**src/rtl/jtag_tap_oversampled_if.sv**
```systemverilog
// JTAG pin bundle shared by the oversampled TAP and its driver.
// The master drives TCK/TMS/TDI/TRSTn; the TAP is the slave.
interface jtag_tap_oversampled_if;
   logic tck;
   logic tms;
   logic tdi;
   logic trst_n;
   logic tdo;
   logic tdo_oe;

   modport master (
      output tck, tms, tdi, trst_n,
      input  tdo, tdo_oe
   );

   modport slave (
      input  tck, tms, tdi, trst_n,
      output tdo, tdo_oe
   );
endinterface

```
**src/rtl/jtag_tap_oversampled.sv**
```systemverilog
// JTAG TAP clocked from clk; pins are synchronised and edge-detected.
// Provides IR, IDCODE, BYPASS and NUM_TDR capture/update chains.
module jtag_tap_oversampled #(
   parameter int          IR_WIDTH    = 3,
   parameter int          DR_WIDTH    = 8,
   parameter int          NUM_TDR     = 4,
   parameter logic [31:0] IDCODE_VAL  = 32'h1000_0001,
   parameter int          SYNC_STAGES = 2
) (
   input  logic                        clk,
   input  logic                        rst_n,
   jtag_tap_oversampled_if.slave       jtag,
   input  logic [NUM_TDR*DR_WIDTH-1:0] tdr_in,
   output logic [NUM_TDR*DR_WIDTH-1:0] tdr_out,
   output logic [NUM_TDR-1:0]          tdr_upd,
   output logic [3:0]                  tap_state,
   output logic [IR_WIDTH-1:0]         ir_out,
   output logic                        test_logic_reset
);

   typedef enum logic [3:0] {
      TLR     = 4'd0,
      RTI     = 4'd1,
      SELDR   = 4'd2,
      CAPDR   = 4'd3,
      SHDR    = 4'd4,
      EX1DR   = 4'd5,
      PAUSEDR = 4'd6,
      EX2DR   = 4'd7,
      UPDDR   = 4'd8,
      SELIR   = 4'd9,
      CAPIR   = 4'd10,
      SHIR    = 4'd11,
      EX1IR   = 4'd12,
      PAUSEIR = 4'd13,
      EX2IR   = 4'd14,
      UPDIR   = 4'd15
   } state_t;

   localparam logic [IR_WIDTH-1:0] IR_IDCODE = IR_WIDTH'(1);

   logic [SYNC_STAGES-1:0] tck_s;
   logic [SYNC_STAGES-1:0] tms_s;
   logic [SYNC_STAGES-1:0] tdi_s;
   logic [SYNC_STAGES-1:0] trst_s;
   logic                   tck_d;

   always_ff @(posedge clk or negedge rst_n) begin
      if (!rst_n) begin
         tck_s  <= '0;
         tms_s  <= '0;
         tdi_s  <= '0;
         trst_s <= '1;
         tck_d  <= 1'b0;
      end else begin
         tck_s  <= {tck_s[SYNC_STAGES-2:0], jtag.tck};
         tms_s  <= {tms_s[SYNC_STAGES-2:0], jtag.tms};
         tdi_s  <= {tdi_s[SYNC_STAGES-2:0], jtag.tdi};
         trst_s <= {trst_s[SYNC_STAGES-2:0], jtag.trst_n};
         tck_d  <= tck_s[SYNC_STAGES-1];
      end
   end

   logic tck_rise;
   logic tck_fall;
   logic tms_q;
   logic tdi_q;
   logic trst_q;

   assign tck_rise = tck_s[SYNC_STAGES-1] & ~tck_d;
   assign tck_fall = ~tck_s[SYNC_STAGES-1] & tck_d;
   assign tms_q    = tms_s[SYNC_STAGES-1];
   assign tdi_q    = tdi_s[SYNC_STAGES-1];
   assign trst_q   = trst_s[SYNC_STAGES-1];

   function automatic state_t next_state(state_t s, logic m);
      unique case (s)
         TLR:     next_state = m ? TLR     : RTI;
         RTI:     next_state = m ? SELDR   : RTI;
         SELDR:   next_state = m ? SELIR   : CAPDR;
         CAPDR:   next_state = m ? EX1DR   : SHDR;
         SHDR:    next_state = m ? EX1DR   : SHDR;
         EX1DR:   next_state = m ? UPDDR   : PAUSEDR;
         PAUSEDR: next_state = m ? EX2DR   : PAUSEDR;
         EX2DR:   next_state = m ? UPDDR   : SHDR;
         UPDDR:   next_state = m ? SELDR   : RTI;
         SELIR:   next_state = m ? TLR     : CAPIR;
         CAPIR:   next_state = m ? EX1IR   : SHIR;
         SHIR:    next_state = m ? EX1IR   : SHIR;
         EX1IR:   next_state = m ? UPDIR   : PAUSEIR;
         PAUSEIR: next_state = m ? EX2IR   : PAUSEIR;
         EX2IR:   next_state = m ? UPDIR   : SHIR;
         UPDIR:   next_state = m ? SELDR   : RTI;
         default: next_state = TLR;
      endcase
   endfunction

   state_t                state;
   state_t                state_nx;
   logic [IR_WIDTH-1:0]   ir_sr;
   logic [31:0]           id_sr;
   logic                  byp_sr;
   logic [DR_WIDTH-1:0]   tdr_sr [NUM_TDR];
   logic [NUM_TDR-1:0]    sel_tdr;
   logic                  sel_id;
   logic                  dr_bit0;

   assign state_nx = next_state(state, tms_q);
   assign sel_id   = (ir_out == IR_IDCODE);

   always_comb begin
      sel_tdr = '0;
      for (int k = 0; k < NUM_TDR; k++)
         sel_tdr[k] = (ir_out == IR_WIDTH'(k + 2));
   end

   // Codes matching neither IDCODE nor a TDR fall through to BYPASS
   always_comb begin
      dr_bit0 = byp_sr;
      if (sel_id)
         dr_bit0 = id_sr[0];
      for (int k = 0; k < NUM_TDR; k++)
         if (sel_tdr[k])
            dr_bit0 = tdr_sr[k][0];
   end

   always_ff @(posedge clk or negedge rst_n) begin
      if (!rst_n) begin
         state       <= TLR;
         ir_out      <= IR_IDCODE;
         ir_sr       <= '0;
         id_sr       <= '0;
         byp_sr      <= 1'b0;
         tdr_out     <= '0;
         tdr_upd     <= '0;
         jtag.tdo    <= 1'b0;
         jtag.tdo_oe <= 1'b0;
         for (int k = 0; k < NUM_TDR; k++)
            tdr_sr[k] <= '0;
      end else begin
         tdr_upd <= '0;
         if (!trst_q) begin
            state  <= TLR;
            ir_out <= IR_IDCODE;
         end else if (tck_rise) begin
            state <= state_nx;
            unique case (state)
               CAPIR: ir_sr <= IR_WIDTH'(1);
               SHIR:  ir_sr <= {tdi_q, ir_sr[IR_WIDTH-1:1]};
               UPDIR: ir_out <= ir_sr;
               CAPDR: begin
                  if (sel_id)
                     id_sr <= IDCODE_VAL;
                  else if (sel_tdr == '0)
                     byp_sr <= 1'b0;
                  for (int k = 0; k < NUM_TDR; k++)
                     if (sel_tdr[k])
                        tdr_sr[k] <= tdr_in[k*DR_WIDTH +: DR_WIDTH];
               end
               SHDR: begin
                  if (sel_id)
                     id_sr <= {tdi_q, id_sr[31:1]};
                  else if (sel_tdr == '0)
                     byp_sr <= tdi_q;
                  for (int k = 0; k < NUM_TDR; k++)
                     if (sel_tdr[k])
                        tdr_sr[k] <= {tdi_q, tdr_sr[k][DR_WIDTH-1:1]};
               end
               UPDDR: begin
                  for (int k = 0; k < NUM_TDR; k++)
                     if (sel_tdr[k]) begin
                        tdr_out[k*DR_WIDTH +: DR_WIDTH] <= tdr_sr[k];
                        tdr_upd[k] <= 1'b1;
                     end
               end
               default: ;
            endcase
            if (state_nx == TLR)
               ir_out <= IR_IDCODE;
         end else if (tck_fall) begin
            jtag.tdo_oe <= (state == SHIR) || (state == SHDR);
            if (state == SHIR)
               jtag.tdo <= ir_sr[0];
            else if (state == SHDR)
               jtag.tdo <= dr_bit0;
         end
      end
   end

   assign tap_state        = state;
   assign test_logic_reset = (state == TLR);

endmodule

```
**src/flat_wrapper.sv**
```systemverilog
// flat-port wrapper written by rule: the top's interface ports become plain ports
module jtag_tap_oversampled_flat 
#(
   parameter int          IR_WIDTH    = 3,
   parameter int          DR_WIDTH    = 8,
   parameter int          NUM_TDR     = 4,
   parameter logic [31:0] IDCODE_VAL  = 32'h1000_0001,
   parameter int          SYNC_STAGES = 2
)
  (clk, rst_n, tdr_in, tdr_out, tdr_upd, tap_state, ir_out, test_logic_reset, jtag_tck, jtag_tms, jtag_tdi, jtag_trst_n, jtag_tdo, jtag_tdo_oe);
  jtag_tap_oversampled_if jtag_i ();
  input  logic clk;
  input  logic rst_n;
  input  logic [NUM_TDR*DR_WIDTH-1:0] tdr_in;
  output logic [NUM_TDR*DR_WIDTH-1:0] tdr_out;
  output logic [NUM_TDR-1:0] tdr_upd;
  output logic [3:0] tap_state;
  output logic [IR_WIDTH-1:0] ir_out;
  output logic test_logic_reset;
  input wire logic [$bits(jtag_i.tck)-1:0] jtag_tck;
  input wire logic [$bits(jtag_i.tms)-1:0] jtag_tms;
  input wire logic [$bits(jtag_i.tdi)-1:0] jtag_tdi;
  input wire logic [$bits(jtag_i.trst_n)-1:0] jtag_trst_n;
  output wire logic [$bits(jtag_i.tdo)-1:0] jtag_tdo;
  output wire logic [$bits(jtag_i.tdo_oe)-1:0] jtag_tdo_oe;
  assign jtag_i.tck = jtag_tck;
  assign jtag_i.tms = jtag_tms;
  assign jtag_i.tdi = jtag_tdi;
  assign jtag_i.trst_n = jtag_trst_n;
  assign jtag_tdo = jtag_i.tdo;
  assign jtag_tdo_oe = jtag_i.tdo_oe;
  jtag_tap_oversampled #(.IR_WIDTH(IR_WIDTH), .DR_WIDTH(DR_WIDTH), .NUM_TDR(NUM_TDR), .IDCODE_VAL(IDCODE_VAL), .SYNC_STAGES(SYNC_STAGES)) u_core (.clk(clk), .rst_n(rst_n), .jtag(jtag_i), .tdr_in(tdr_in), .tdr_out(tdr_out), .tdr_upd(tdr_upd), .tap_state(tap_state), .ir_out(ir_out), .test_logic_reset(test_logic_reset));
endmodule
```
**config.mk**
```make
export PLATFORM = sky130hd
export DESIGN_NAME = jtag_tap_oversampled_flat
export DESIGN_NICKNAME = d
export VERILOG_FILES = /design/src/rtl/jtag_tap_oversampled_if.sv /design/src/rtl/jtag_tap_oversampled.sv /design/src/flat_wrapper.sv
export SDC_FILE = /design/constraint.sdc
export NUM_CORES = 1
export LEC_CHECK = 0
export BUFFER_PORTS_ARGS = -buffer_cell sky130_fd_sc_hd__buf_2
export CAP_MARGIN = 10
export CELL_PAD_IN_SITES_DETAIL_PLACEMENT = 0
export CELL_PAD_IN_SITES_GLOBAL_PLACEMENT = 1
export CORE_UTILIZATION = 48
export CTS_CLUSTER_DIAMETER = 30
export DETAILED_ROUTE_END_ITERATION = 7
export PLACE_DENSITY = 0.87
export REMOVE_ABC_BUFFERS = 1
export SYNTH_ARGS = -nofsm -noshare
export SYNTH_HDL_FRONTEND = slang
export SYNTH_SLANG_ARGS = --single-unit
```
**constraint.sdc**
```tcl
create_clock -name clk -period 3.2 [get_ports clk]
set_input_delay 0.64 -clock clk [delete_from_list [all_inputs] [get_ports clk]]
set_output_delay 0.64 -clock clk [all_outputs]
set_load 0.03 [all_outputs]
```
# Word-level counts from Yosys, hierarchy flattened
# Index checks and enable logic that the tools add are counted.
dict set report word_totals {
  register_bits 122
  input_bits 38
  out_inout_bits 46
  elab_cells 137
}
dict set report classes {
  eq_ne 36
  n_mux 51
  n_bitwise 5
  reduce_logical 24
}
# operator count
set ops {}
lappend ops {{32-bit case mux with 2 select lines} 2}
lappend ops {{32-bit 2-to-1 mux} 2}
lappend ops {{8-bit 2-to-1 mux} 8}
lappend ops {{4-bit case mux with 12 select lines} 1}
lappend ops {{4-bit 2-to-1 mux} 9}
lappend ops {{4-bit equality test (second input constant)} 8}
lappend ops {{5-bit AND reduction} 5}
lappend ops {{2-bit by 1-bit inequality test with 1-bit output (second input constant)} 12}
lappend ops {{4-bit AND reduction} 5}
lappend ops {{1-bit 2-to-1 mux} 18}
lappend ops {{3-bit 2-to-1 mux} 6}
lappend ops {{4-bit by 3-bit equality test with 1-bit output (second input constant)} 4}
lappend ops {{4-bit logical NOT} 3}
lappend ops {{4-bit by 2-bit equality test with 1-bit output (second input constant)} 2}
lappend ops {{7-bit AND reduction} 1}
lappend ops {{3-bit by 2-bit equality test with 1-bit output (second input constant)} 2}
lappend ops {{3-bit equality test (second input constant)} 2}
lappend ops {{2-bit 2-to-1 mux} 3}
lappend ops {{2-bit inequality test (second input constant)} 3}
lappend ops {{3-bit case mux with 2 select lines} 1}
lappend ops {{3-bit AND reduction} 2}
lappend ops {{2-bit nonzero test} 3}
lappend ops {{4-bit by 1-bit equality test with 1-bit output (second input constant)} 1}
lappend ops {{2-bit OR reduction} 2}
lappend ops {{other kinds (8)} 11}

# Depth between registers and ports, before layout
# Gate-level depths: netlist of run 1.
dict set report depth {
  depth_word 8
  mapped_depth 7
  depth_no_buf 4
}

# Least setup slack after synthesis of run 1
# OpenSTA, ideal clock, no wires.
dict set report synth_path {
  kind {register to output}
  from {reg u_core.state[0], in the netlist u_core.tap_state[0]}
  to {out test_logic_reset}
  arrival_time_ns 2.065
  required_time_ns 2.560
  slack_ns 0.495
  stages_incl_launch_ff 5
  cell_sequence {dfrtp_1 > buf_2 > clkbuf_1 > clkbuf_1 > nor4_1}
}
dict set report synth_via {
  elab_chain_cells 1
}
# item line_no
set synth_lines {}
lappend synth_lines {{start: declaration} jtag_tap_oversampled.sv:98} ;# state_t state;
lappend synth_lines {{start signal: assignment} jtag_tap_oversampled.sv:146} ;# state <= state_nx;
lappend synth_lines {{4-bit logical NOT} jtag_tap_oversampled.sv:191} ;# assign test_logic_reset = (state == TLR);
lappend synth_lines {{end: declaration} flat_wrapper.sv:19} ;# output logic test_logic_reset;
# Every way passes these cells.

# Final worst setup path of run 1
dict set report layout_path {
  from {reg u_core.state[1], in the netlist u_core.tap_state[1]}
  to {out test_logic_reset}
}
# The elaborated chain is that of the path after synthesis.

==> flow_summary.json, run 1 <==
{
  "status": "completed",
  "crit_type": "register to output port",
  "grt_pass1_vias": 3754,
  "fmax_mhz": 431.6,
  "die_x_um": 106.6,
  "combPwrFrac_pct": 2.8,
  "synth.cell_area_um2": 5255,
  "ctsHoldBuffers": 0,
  "hold_violations": 0,
  "num_rows": 37,
  "diodes": 0,
  "arrival_ns": 1.68,
  "via_per_inst": 5.323,
  "worst-r2r-cell-count": 3,
  "fill_cells": 866,
  "core-area_um2": 10460,
  "cp_top_family": "buffers and inverters",
  "fin_area_um2": 6449,
  "postCtsSetupRepairBufs": 0,
  "cpMaxStageDelayCell": "dfrtp_1",
  "drtAntennaViolNets": 0,
  "ys_ff_latch": 122,
  "end_kind": "output port",
  "ios": 84,
  "crit_buf_inv": 2,
  "maxSlewViolCount": 0,
  "reg2reg_slack_ns": 0.97,
  "cts.sinks": 122,
  "place_congestion": 0.7731,
  "p_leak_nw": 3.140,
  "via_count": 3785,
  "cts_resized": 0,
  "p_seq_share_pct": 41.1,
  "numCtsBuffers": 17,
  "p_int_mw": 3.062,
  "worst_slew_pin_slew_ns": 1.095,
  "syn_inst": 485,
  "power.density_nw_per_um2": 591.2,
  "cts_root_buffer": "clkbuf_8",
  "port_buffers": 83,
  "finalSetupViolCount": 0,
  "ys_async_sr_fraction_pct": 100.0,
  "p_total_mw": 3.812,
  "initial_utilization_pct": 50.23,
  "clkPwrFrac_pct": 56.1,
  "insertion_delay_ns": 0.52,
  "fin_crit_ns": 2.317,
  "syn-mean-instance-area_um2": 10.84,
  "path_max_fanout": 17,
  "crit_chain": "buf_4, nor4_1, buf_2",
  "drive_above_1_share_pct": 28.35,
  "crit_required_ns": 2.56,
  "ys_seq_area_share_pct": 58.17,
  "maxCapViolations": 0,
  "swShare_pct": 19.68,
  "period_share_pct": 72.40,
  "grt_max_degree": 66,
  "grt_use_total_pct": 20.95,
  "relSlewSlack_pct": 26.95,
  "cts.path.max_buffers": 2,
  "nNetsFinal": 600,
  "hpwlAfterDp_um": 7121,
  "yosys_most_used_dff": "dfrtp_1",
  "area_growth_pct": 22.71,
  "grt-ovfl-total": 0,
  "die_area_um2": 11370,
  "drc_errors": 0,
  "hold_class": "primary input to asynchronous set/reset pin",
  "dr.pass1.iters": 4,
  "clk_pin_slew_worst_paths_ns": 0.05,
  "cts_tree": "yes",
  "slowest_delay_ns": 0.40,
  "drt_iter0_drc": 177,
  "r2r-end": "u_core.tdr_sr[26]",
  "grt_pass1_wl_um": 18110,
  "synth_edf_count": 0,
  "antenna_found_initial": 0,
  "switchingPower_uw": 750.4,
  "die_y_um": 106.6,
  "cts-htree-levels": 4,
  "vdd_drop_max_mv": 0.5116,
  "hold_slack_ns": 0.2119,
  "start_kind": "register",
  "routedWlPerCell_um": 15.23,
  "place_area_um2": 5783,
  "final.setup_skew_ns": 0.008897,
  "yosysUniqueCellTypes": 47,
  "yosysWarnings": 0,
  "r2r-start": "u_core.tap_state[0]",
  "routed_wl_um": 10830,
  "rsz0062_at_grt": "no"
}
-- cell type report --
type,count,area [um2],area share (%)
flip-flops and latches,122,3057,47.40
multi-input cells,322,2036,31.57
repair buffers,91,490.5,7.606
clock buffers,22,452.9,7.024
clock inverters,10,212.7,3.298
well taps,136,170.2,2.639
inverters,8,30.03,0.4657
-- flip-flops by register name, indices dropped and copies added (netlist names), 3 cells and up --
name and cells:
u_core.id_sr 32, u_core.tdr_out 32, u_core.tdr_sr 32, u_core.tap_state 4
u_core.tdr_upd 4, u_core.ir_out 3, u_core.ir_sr 3
-- synth_stat cells (3+ instances only) --
library cell	n	area, um2
mux2i_1	32	320.3
o211ai_1	3	22.52
buf_4	3	22.52
a31oi_1	3	18.77
clkbuf_1	14	52.55
a21oi_1	10	50.05
o2111ai_1	4	35.03
mux2_2	36	405.4
dfrtp_1	119	2978
nor2_1	6	22.52
buf_2	14	70.07
dfstp_2	3	78.83
nand4_1	4	25.02
o21ai_0	71	355.3
nand2b_1	4	25.02
nand3b_1	3	22.52
nand2_1	105	394.1
nor3_1	3	15.01
inv_1	8	30.03
or3_1	3	18.77
nor2b_1	7	43.79
-- cells by family (layout without fill, tap and decap cells) --
logic type                count (synthesis)  in the layout  synth area share (%)
buffers and inverters                    41            131                 3.476
muxes                                    68             68                 13.81
AOI/OAI and AO/OA                       104            104                 11.29
xor gates and xnor gates                  2              2                0.3334
DFF                                     122            122                 58.17
and+or+nand+nor                         148            148                 12.93
-- power groups by stage --
stage | clock network (mW) | registers, mW | logic (mW)
2_1_floorplan | 0 | 1.60 | 0.0347
6_report | 2.14 | 1.57 | 0.107
3_3_place_gp | 0 | 1.59 | 0.107
4_1_cts | 2.17 | 1.57 | 0.110
5_1_grt | 2.24 | 1.57 | 0.124
3_5_place_dp | 0 | 1.59 | 0.109
-- stage by stage --
step	setup WS, ns	utilization (%)	setup TNS [ns]	instances
6_report	0.8833	61.64	0	711
5_1_grt	0.6693	61.64	0	711
4_1_cts	0.8389	61.64	0	711
3_5_place_dp	0.9513	55.27	0	679
3_3_place_gp	1.024	55.27	0	679
2_1_floorplan	-1.598	-	-87.02	452
-- layout by cell type, fill, tap and decap left out, types with 2 or more instances in the layout --
| cell type | synthesis | final |
|---|---|---|
| and2b_1 | 2 | 2 |
| o211ai_1 | 3 | 3 |
| mux2i_1 | 32 | 32 |
| buf_4 | 3 | 8 |
| nand3b_1 | 3 | 3 |
| mux2_2 | 36 | 36 |
| nand2b_1 | 4 | 4 |
| clkbuf_8 | 0 | 3 |
| nor2_1 | 6 | 6 |
| dfstp_2 | 3 | 3 |
| buf_2 | 14 | 82 |
| nor2b_1 | 7 | 7 |
| a221oi_1 | 2 | 2 |
| a21oi_1 | 10 | 10 |
| clkinvlp_4 | 0 | 2 |
| dfrtp_1 | 119 | 119 |
| a31oi_1 | 3 | 3 |
| bufinv_16 | 0 | 6 |
| o221ai_1 | 2 | 2 |
| nor3_1 | 3 | 3 |
| or3_1 | 3 | 3 |
| nand2_1 | 105 | 105 |
| o21ai_0 | 71 | 71 |
| o2111ai_1 | 4 | 4 |
| clkbuf_1 | 14 | 3 |
| nand4_1 | 4 | 4 |
| inv_1 | 8 | 8 |
| clkbuf_16 | 0 | 16 |
-- metal layers --
layer  vias to the layer above  share of wire, %  track usage (%)
met3                        16               5.7            7.173
met2                        85                49            32.95
met4                         0               1.6            8.317
li1                       1837                 -                -
met1                      1847                44            26.66
met5                         -                 0                0
-- worst max path at each step --
stage                         from           endpoint  slack [ns]  cells past startpoint
3_5_place_dp   u_core.tap_state[0]  u_core.tdr_sr[25]        0.95                      4
5_1_grt        u_core.tap_state[0]  u_core.tdr_sr[26]        0.67                      3
4_1_cts        u_core.tap_state[1]   test_logic_reset        0.84                      3
6_report       u_core.tap_state[1]   test_logic_reset        0.88                      3
3_3_place_gp   u_core.tap_state[0]  u_core.tdr_sr[31]        1.02                      4
2_1_floorplan  u_core.tap_state[0]   u_core.tdr_sr[7]       -1.60                      4
Note: power is estimated with default switching activity, not from simulation.
==> run 2, diff against run 1 <==
- CORE_UTILIZATION: 48 -> 44
- PLACE_DENSITY: 0.87 -> 0.81
- clock period: 3.2 -> 2.22 ns (I/O delays scaled with it)
==> run 2 against run 1 <==
- the run now ends with DRC left
- via count down 0.37%
- sequential cell count unchanged
- clock-buffer cell count is 1 higher
- final area is 1.7% higher
- die area is 8.9% higher
- sequential share of layout area fell by 0.80 points
- critical path depth unchanged
- clock power rose by 36%
- largest power group unchanged
==> flow_summary.json, run 2 (synthesis gave the netlist of run 1 again) <==
{
  "status": "finished, violations left",
  "numCtsBuffers": 17,
  "drive_above_1_share_pct": 30.22,
  "drc_errors": 2,
  "port_buffers": 83,
  "start_kind": "register",
  "insertion_delay_ns": 0.42,
  "nNetsFinal": 614,
  "grt_pass1_wl_um": 18900,
  "p_leak_nw": 3.201,
  "ctsHoldBuffers": 1,
  "rsz0062_at_grt": "no",
  "fill_cells": 996,
  "hold_class": "primary input to register",
  "antenna_found_initial": 0,
  "grt-ovfl-total": 0,
  "ios": 84,
  "setup_ws_ns": 0.2732,
  "grt_pass1_vias": 3743,
  "fin_util_pct": 56.95,
  "fin_area_um2": 6559,
  "hold_violations": 0,
  "cts-htree-levels": 4,
  "p_total_mw": 5.334,
  "die_x_um": 111.3,
  "num_rows": 39,
  "core-area_um2": 11520,
  "cts.path.max_buffers": 2,
  "place_congestion": 0.7470,
  "drt_iter0_drc": 226,
  "end_kind": "output port",
  "reg_top3": "u_core.id_sr x32, u_core.tdr_out x32, u_core.tdr_sr x32",
  "mostFrequentLayoutCells": "119 x dfrtp_1, 105 x nand2_1, 82 x buf_2, 71 x o21ai_0, 36 x mux2_2",
  "cts.sinks": 122,
  "cts_root_buffer": "clkbuf_16",
  "area_growth_pct": 24.81,
  "via_count": 3771,
  "postCtsSetupRepairBufs": 0,
  "layout_commonest_cell": "dfrtp_1",
  "die_area_um2": 12380,
  "finalSetupViolCount": 0,
  "relSlewSlack_pct": 64.51,
  "worst_slew_pin_slew_ns": 0.5300,
  "die_y_um": 111.3,
  "power.density_nw_per_um2": 813.3,
  "diodes": 0,
  "drtAntennaViolNets": 0,
  "cts_tree": "yes",
  "routed_wl_um": 10980,
  "fmax_mhz": 513.7,
  "arrival_ns": 1.50,
  "period_share_pct": 87.70,
  "final.setup_skew_ns": 0.01422,
  "cts_resized": 0,
  "maxCapViolations": 0,
  "crit_type": "register to output port",
  "place_ws_ns": 0.3370,
  "crit_required_ns": 1.78,
  "initial_utilization_pct": 45.63,
  "vdd_drop_max_mv": 0.4826,
  "hpwlAfterDp_um": 7277,
  "path_max_fanout": 18,
  "fin_crit_ns": 1.947,
  "maxSlewViolCount": 0,
  "violations": "DRC",
  "via_per_inst": 5.152,
  "dr.pass1.iters": 6,
  "grt_max_degree": 40,
  "place_area_um2": 5914,
  "grt_use_total_pct": 19.69,
  "routedWlPerCell_um": 15.00,
  "clk_pin_slew_worst_paths_ns": 0.05
}
## run 2: layout make-up
cell class	count	area (um2)	area share, %
clock buffer	23	498.0	7.593
clock inverter	9	136.4	2.079
inverter	8	30.03	0.4578
multi-input combinational	322	2036	31.04
sequential	122	3057	46.60
tap	143	178.9	2.728
timing repair buffer	105	623.1	9.500
## run 2: through the flow
step	std cells	TNS (ns)	hold WS [ns]
after floorplan	452	-148.68	0.1484
after global placement	699	0	0.3322
after detailed placement	699	0	0.3347
after CTS	732	0	0.1070
after global routing	732	0	0.1095
final	732	0	0.1233
## run 2: worst max-delay path, cell delays in order, from the launching register on
cell	delay [ns]
dfrtp_1	0.37
buf_4	0.20
nor4_1	0.27
buf_2	0.25
## run 2: where the power goes
part | switching (mW) | internal, mW
clock network | 0.990 | 1.92
registers | 0.00855 | 2.24
logic | 0.109 | 0.0692
total | 1.11 | 4.23
## run 2: worst paths after layout
| kind | cells past startpoint | from | to | slack [ns] |
|---|---|---|---|---|
| max | 3 | u_core.tap_state[1] | test_logic_reset | 0.27 |
| min | 1 | jtag_trst_n | u_core.trst_s[0] | 0.12 |
| min in group asynchronous | 2 | rst_n | u_core.id_sr[18] | 0.51 |
| max reg2reg | 4 | u_core.tap_state[2] | u_core.tdr_out[2] | 0.32 |
| min reg2reg | 0 | u_core.tdi_s[0] | u_core.tdi_s[1] | 0.35 |
| max in group asynchronous | 3 | rst_n | u_core.tdr_out[12] | 1.02 |
## run 2: metal layers
metal	global-route usage [%]	vias up	wire length, um
met5	0	-	0
met4	7.568	0	163
met3	7.217	16	512
met2	28.88	63	5038
met1	26.61	1826	5267
li1	-	1866	-
